===== src/rtl/uart_tx_fifo_pkg.sv =====
// ============================================================================
// Module : uart_tx_fifo_pkg
// Brief  : Shared UART byte width and drain-FSM state encoding.
// Rev    : 1.0 - initial release
// ============================================================================
`default_nettype none

package uart_tx_fifo_pkg;

    localparam int c_byte_w = 8;
    localparam int c_st_w   = 2;

    localparam logic [c_st_w-1:0] c_st_idle      = 2'd0;
    localparam logic [c_st_w-1:0] c_st_launch    = 2'd1;
    localparam logic [c_st_w-1:0] c_st_wait_busy = 2'd2;
    localparam logic [c_st_w-1:0] c_st_wait_done = 2'd3;

endpackage

`default_nettype wire


===== src/rtl/uart_tx_fifo_sync_fifo.sv =====
// ============================================================================
// Module : sync_fifo
// Brief  : Register-array byte FIFO with wrap-bit pointers and fill status.
// Rev    : 1.0 - initial release
// ============================================================================
`default_nettype none

module sync_fifo
    import uart_tx_fifo_pkg::*;
#(
    parameter int   DEPTH  = 16,
    localparam int  ADDR_W = $clog2(DEPTH)
) (
    input  logic                clk,
    input  logic                rst_n,
    input  logic                i_push,
    input  logic [c_byte_w-1:0] i_wr_data,
    input  logic                i_pop,
    output logic [c_byte_w-1:0] o_rd_data,
    output logic [ADDR_W:0]     o_count,
    output logic                o_full,
    output logic                o_empty
);

    localparam logic [ADDR_W:0] c_depth = (ADDR_W+1)'(DEPTH);

    logic [c_byte_w-1:0] mem_q [DEPTH];
    logic [ADDR_W:0]     wr_ptr_q, wr_ptr_d;
    logic [ADDR_W:0]     rd_ptr_q, rd_ptr_d;

    always_comb begin
        wr_ptr_d = wr_ptr_q;
        rd_ptr_d = rd_ptr_q;
        if (i_push) wr_ptr_d = wr_ptr_q + 1'b1;
        if (i_pop)  rd_ptr_d = rd_ptr_q + 1'b1;
    end

    always_ff @(posedge clk or negedge rst_n) begin
        if (!rst_n) begin
            wr_ptr_q <= '0;
            rd_ptr_q <= '0;
        end else begin
            wr_ptr_q <= wr_ptr_d;
            rd_ptr_q <= rd_ptr_d;
        end
    end

    // Storage is deliberately left unreset; occupancy lives in the pointers.
    always_ff @(posedge clk) begin
        if (i_push) mem_q[wr_ptr_q[ADDR_W-1:0]] <= i_wr_data;
    end

    assign o_rd_data = mem_q[rd_ptr_q[ADDR_W-1:0]];
    assign o_count   = wr_ptr_q - rd_ptr_q;
    assign o_full    = (o_count == c_depth);
    assign o_empty   = (o_count == '0);

endmodule

`default_nettype wire


===== src/rtl/uart_tx_fifo.sv =====
// ============================================================================
// Module : uart_tx_fifo
// Brief  : Buffers received bytes and replays them to an idle UART transmitter.
// Rev    : 1.0 - initial release
// ============================================================================
`default_nettype none

module uart_tx_fifo
    import uart_tx_fifo_pkg::*;
#(
    parameter int   DEPTH        = 16,
    parameter int   BUSY_TIMEOUT = 4,
    localparam int  ADDR_W       = $clog2(DEPTH)
) (
    input  logic                clk,
    input  logic                rst_n,
    input  logic                rx_done,
    input  logic [c_byte_w-1:0] rx_data,
    input  logic                tx_busy,
    output logic                tx_flag,
    output logic [c_byte_w-1:0] tx_data,
    output logic [ADDR_W:0]     fifo_count,
    output logic                fifo_full,
    output logic                fifo_empty,
    output logic                overflow,
    input  logic                clr_ovf
);

    localparam int              c_cnt_w   = $clog2(BUSY_TIMEOUT + 1);
    localparam logic [c_cnt_w-1:0] c_to_last = c_cnt_w'(BUSY_TIMEOUT - 1);

    logic [c_st_w-1:0]   state_q, state_d;
    logic [c_cnt_w-1:0]  cnt_q, cnt_d;
    logic [c_byte_w-1:0] tx_data_q, tx_data_d;
    logic                ovf_q, ovf_d;

    logic                w_push;
    logic                w_pop;
    logic                w_drop;
    logic [c_byte_w-1:0] w_rd_data;

    // Full is taken from registered state, so a same-cycle pop never rescues a push.
    assign w_push = rx_done && !fifo_full;
    assign w_drop = rx_done &&  fifo_full;

    sync_fifo #(
        .DEPTH      (DEPTH)
    ) u_fifo (
        .clk        (clk),
        .rst_n      (rst_n),
        .i_push     (w_push),
        .i_wr_data  (rx_data),
        .i_pop      (w_pop),
        .o_rd_data  (w_rd_data),
        .o_count    (fifo_count),
        .o_full     (fifo_full),
        .o_empty    (fifo_empty)
    );

    always_comb begin
        state_d = state_q;
        cnt_d   = cnt_q;
        w_pop   = 1'b0;
        case (state_q)
            c_st_idle: begin
                if (!fifo_empty && !tx_busy) begin
                    w_pop   = 1'b1;
                    state_d = c_st_launch;
                end
            end
            c_st_launch: begin
                cnt_d   = '0;
                state_d = c_st_wait_busy;
            end
            c_st_wait_busy: begin
                // A transmitter that never acknowledges is treated as having sent the byte.
                if (tx_busy)                state_d = c_st_wait_done;
                else if (cnt_q == c_to_last) state_d = c_st_idle;
                else                        cnt_d   = cnt_q + 1'b1;
            end
            c_st_wait_done: begin
                if (!tx_busy) state_d = c_st_idle;
            end
            default: state_d = c_st_idle;
        endcase
    end

    always_comb begin
        tx_data_d = w_pop ? w_rd_data : tx_data_q;
        ovf_d     = ovf_q;
        if (clr_ovf) ovf_d = 1'b0;
        if (w_drop)  ovf_d = 1'b1;
    end

    always_ff @(posedge clk or negedge rst_n) begin
        if (!rst_n) begin
            state_q   <= c_st_idle;
            cnt_q     <= '0;
            tx_data_q <= '0;
            ovf_q     <= 1'b0;
        end else begin
            state_q   <= state_d;
            cnt_q     <= cnt_d;
            tx_data_q <= tx_data_d;
            ovf_q     <= ovf_d;
        end
    end

    // Decoded from the state flop so reset drops the strobe without a clock edge.
    assign tx_flag  = (state_q == c_st_launch);
    assign tx_data  = tx_data_q;
    assign overflow = ovf_q;

endmodule

`default_nettype wire


===== config.mk =====
export PLATFORM = sky130hd
export DESIGN_NAME = uart_tx_fifo
export DESIGN_NICKNAME = d
export VERILOG_FILES = /design/src/rtl/uart_tx_fifo_pkg.sv /design/src/rtl/uart_tx_fifo_sync_fifo.sv /design/src/rtl/uart_tx_fifo.sv
export SDC_FILE = /design/constraint.sdc
export NUM_CORES = 1
export LEC_CHECK = 0
export CORE_AREA = 10 10 139 129
export DETAILED_ROUTE_END_ITERATION = 7
export DIE_AREA = 0 0 149 139
export PLACE_DENSITY = 0.54
export SYNTH_ARGS = -nofsm -noshare
export SYNTH_HDL_FRONTEND = slang
export SYNTH_SLANG_ARGS = --single-unit

===== constraint.sdc =====
create_clock -name clk -period 5.33 [get_ports clk]
set_input_delay 1.599 -clock clk [delete_from_list [all_inputs] [get_ports clk]]
set_output_delay 1.599 -clock clk [all_outputs]
set_load 0.005 [all_outputs]

==> metrics.yaml <==
global_route:
  antenna_found_initial: 0
  grtUsageTotal_pct: 12.57
  grt_max_degree: 36
  grt_pass1_wl_um: 19410
  overflow: 0
  grt_pass1_vias: 3256
power:
  internal_power_w: 0.002885
  ir_drop_uv: 372.9
  p_leak_nw: 2.538
  pwr-share-seq_pct: 37.6
  powerDensity_mw_per_mm2: 581.0
  swShare_pct: 31.85
  p_switching_w: 0.001349
  clkPwrFrac_pct: 27.5
  combPwrFrac_pct: 34.8
cts:
  cts_tree: "yes"
  cts_resized: 0
  cts.path.max_buffers: 2
  post-cts-setup-buffer-count: 0
  cts.hold.buffers_added: 0
  h-tree-depth: 4
  clk_pin_slew_ns: 0.06
  root_buffer: "clkbuf_16"
  clkSinkCount: 152
  clkLatencyLatePin_ns: 0.42
  cts_inserted_buffers: 17
layout:
  drive_above_1_share_pct: 20.88
  syn2layout_area_growth_pct: 17.70
  nNetsFinal: 400
  multi_input_comb_area_mm2: 0.001638
  n_fill_cell: 1258
  final_area_mm2: 0.007288
  final_util_pct: 48.38
  n_antenna_cell: 0
  regArea_mm2: 0.004446
setup_path:
  end_kind: "output pin"
  crit_arrival_ns: 2.89
  critPathMaxStageDelay_ns: 0.45
  worstPathCellList: "inv_1 -> ha_1 -> fa_1 -> xnor2_1 -> nand4b_1 -> nand2_1 -> and2_1 -> clkdlybuf4s50_1"
  crit_required_ns: 3.73
  startpoint_type: "register"
  crit_family: "adder cells"
  crit_type: "reg2out"
  cp_slowest_cell: "clkdlybuf4s50_1"
  crit_buf_inv: 2
  cp_max_fo: 4
placed_design:
  portBuffers: 29
  post-dp-hpwl_um: 7849
  gp_congestion: 0.7343
  place_area_mm2: 0.006709
logic_synthesis:
  ys_warn_count: 0
  ys_seq_area_share_pct: 71.77
  yosys_register_bits: 152
  synthCells: 334
  synth_top_family_by_area: "multiplexers"
  avgSynthCellArea_um2: 18.54
  synthAdderAreaFrac_pct: 2.546
  synthMuxAreaShare_pct: 12.00
  synth_area_mm2: 0.006192
  synth_simple_gate_area_share_pct: 5.132
  syn_nets: 359
  synth_compound_area_share_pct: 4.587
  synthXorXnorAreaFrac_pct: 2.182
  synth_cell_type_count: 39
floorplanning:
  initial_core_util_pct: 41.10
  die_w_um: 149
  dieArea_mm2: 0.02071
  core_mm2: 0.01506
  die_h_um: 139
  rows: 43
  ios: 30
routing:
  drtIter0Drc: 242
  routed_wl_um: 12410
  dr.pass1.iters: 4
  antenna_left: 0
  wl_per_cell_um: 21.03
  drc: 0
  num_vias: 3067
  viasPerCell: 5.198
timing:
  clock.fmax_ghz: 0.2225
  finalClockSkew_ns: 0.007048
  period_share_pct: 84.31
  maxSlewViolCount: 0
  worstMarginPinSlew_ns: 0.7128
  fin_setup_tns_ns: 0
  hold_viol_final: 0
  layout_min_cycle_time_ns: 4.494
  setup-violations-final: 0
  rsz0062_at_grt: "false"
  slew_headroom_pct: 52.48
status:
  status: "finished, final reports clean"
hold_path:
  hp-class: "reg2reg"
flow_run:
  cap_viol_max_count: 0
sequential cells by signal, indices dropped and copies added, names as in the netlist:
signal and count:
u_fifo.mem_q 128, tx_data 8, u_fifo.rd_ptr_q 5, u_fifo.wr_ptr_q 5
cnt_q 3, state_q 2, overflow 1
Yosys cell counts, drive strengths merged:
| cell type | count | area share, % |
|---|---|---|
| nand4 | 1 | 0.10 |
| a22o | 1 | 0.14 |
| edfxtp | 128 | 62 |
| clkbuf | 4 | 0.24 |
| nand2 | 23 | 1.4 |
| o31ai | 8 | 0.97 |
| mux4 | 32 | 12 |
| a21boi | 1 | 0.18 |
| and3b | 1 | 0.14 |
| and3 | 15 | 1.5 |
| o21ai | 5 | 0.40 |
| a211o | 1 | 0.14 |
| xor2 | 4 | 0.69 |
| nor2b | 4 | 0.40 |
| nor3 | 3 | 0.24 |
| nand4b | 1 | 0.14 |
| fa | 1 | 0.32 |
| and2 | 2 | 0.20 |
| a31oi | 1 | 0.10 |
| nand3 | 2 | 0.16 |
| o22a | 1 | 0.14 |
| nand3b | 1 | 0.12 |
| dfrtp | 24 | 9.7 |
| nor2 | 7 | 0.51 |
| mux2 | 2 | 0.36 |
| buf | 9 | 0.93 |
| a21oi | 3 | 0.30 |
| nand2b | 2 | 0.20 |
| o31a | 1 | 0.14 |
| xnor2 | 8 | 1.5 |
| ha | 11 | 2.2 |
| o22ai | 16 | 1.6 |
| inv | 10 | 0.61 |
| o41ai | 1 | 0.44 |
power by group through the flow:
stage / clock network (W) / logic [W] / registers (W)
detailed placement: 0 / 0.00151 / 0.00162
CTS: 0.00118 / 0.00151 / 0.00159
floorplan: 0 / 0.000999 / 0.00159
finish: 0.00117 / 0.00147 / 0.00159
global route: 0.00124 / 0.00162 / 0.00162
global placement: 0 / 0.00149 / 0.00161
routing by layer:
metal / vias up / global-route usage [%] / share of wire, %
met3: 14 / 3.752 / 3.9
met1: 1589 / 15.97 / 46
met5: - / 0 / 0
li1: 1415 / - / -
met4: 0 / 4.646 / 1.2
met2: 49 / 19.82 / 49
stage by stage:
step | worst slack [ns] | std cells | power [W] | hold slack, ns
2_1_floorplan | 1.870 | 334 | 0.002587 | 0.4498
3_3_place_gp | 1.300 | 558 | 0.003100 | 0.4657
3_5_place_dp | 1.292 | 558 | 0.003124 | 0.4719
4_1_cts | 0.8236 | 590 | 0.004289 | 0.4844
5_1_grt | 0.6959 | 590 | 0.004478 | 0.5031
6_report | 0.8360 | 590 | 0.004234 | 0.4789
tightest hold or removal path, stage by stage, from the launching register on:
cell and delay (ns):
dfrtp_1 0.34, nand2_1 0.04, o21ai_0 0.06
logic make-up (layout without fill, tap and decap cells):
group           count (synthesis)  after routing
flops                         152            152
buf+inv                        23             77
simple gates                   62             62
xor+xnor                       12             12
mux                            34             34
fa+ha+maj                      12             12
compound gates                 39             39
cell type report:
cell class / count / share of cell area [%]
Sequential cell: 152 / 61.00
Inverter: 10 / 0.5150
Multi-Input combinational cell: 159 / 22.47
Clock inverter: 14 / 2.060
Timing Repair Buffer: 35 / 4.601
Clock buffer: 18 / 5.888
Tap cell: 202 / 3.468
path summary, 6_finish.rpt:
kind	endpoint	cells past startpoint	from	slack, ns
worst max register to register	u_fifo.mem_q[15][1]	8	u_fifo.wr_ptr_q[0]	1.94
max in group asynchronous	u_fifo.rd_ptr_q[0]	2	rst_n	3.49
worst min register to register	cnt_q[2]	2	cnt_q[2]	0.48
worst max-delay path	fifo_full	8	u_fifo.wr_ptr_q[0]	0.84
min in group asynchronous	overflow	2	rst_n	1.55
worst min-delay path	cnt_q[2]	2	cnt_q[2]	0.48
cell usage in the layout, fill, tap and decap left out, types with 2 or more instances in the layout:
cell type	n
and2_1	2
mux2_2	2
clkinvlp_4	2
nand2b_1	2
xnor2_1	5
nor3_1	3
clkbuf_16	17
and3_1	15
a21oi_1	2
nor2_2	2
nand2_1	23
nor2_1	5
bufinv_16	2
edfxtp_1	128
mux4_2	32
buf_4	6
xor2_1	3
clkdlybuf4s50_1	29
ha_1	11
o22ai_1	16
nand3_1	2
inv_1	10
clkinv_2	4
xnor2_2	3
dfrtp_1	23
nor2b_1	4
clkinv_4	4
o21ai_0	5
o31ai_1	8
(Power assumes the default switching activity.)
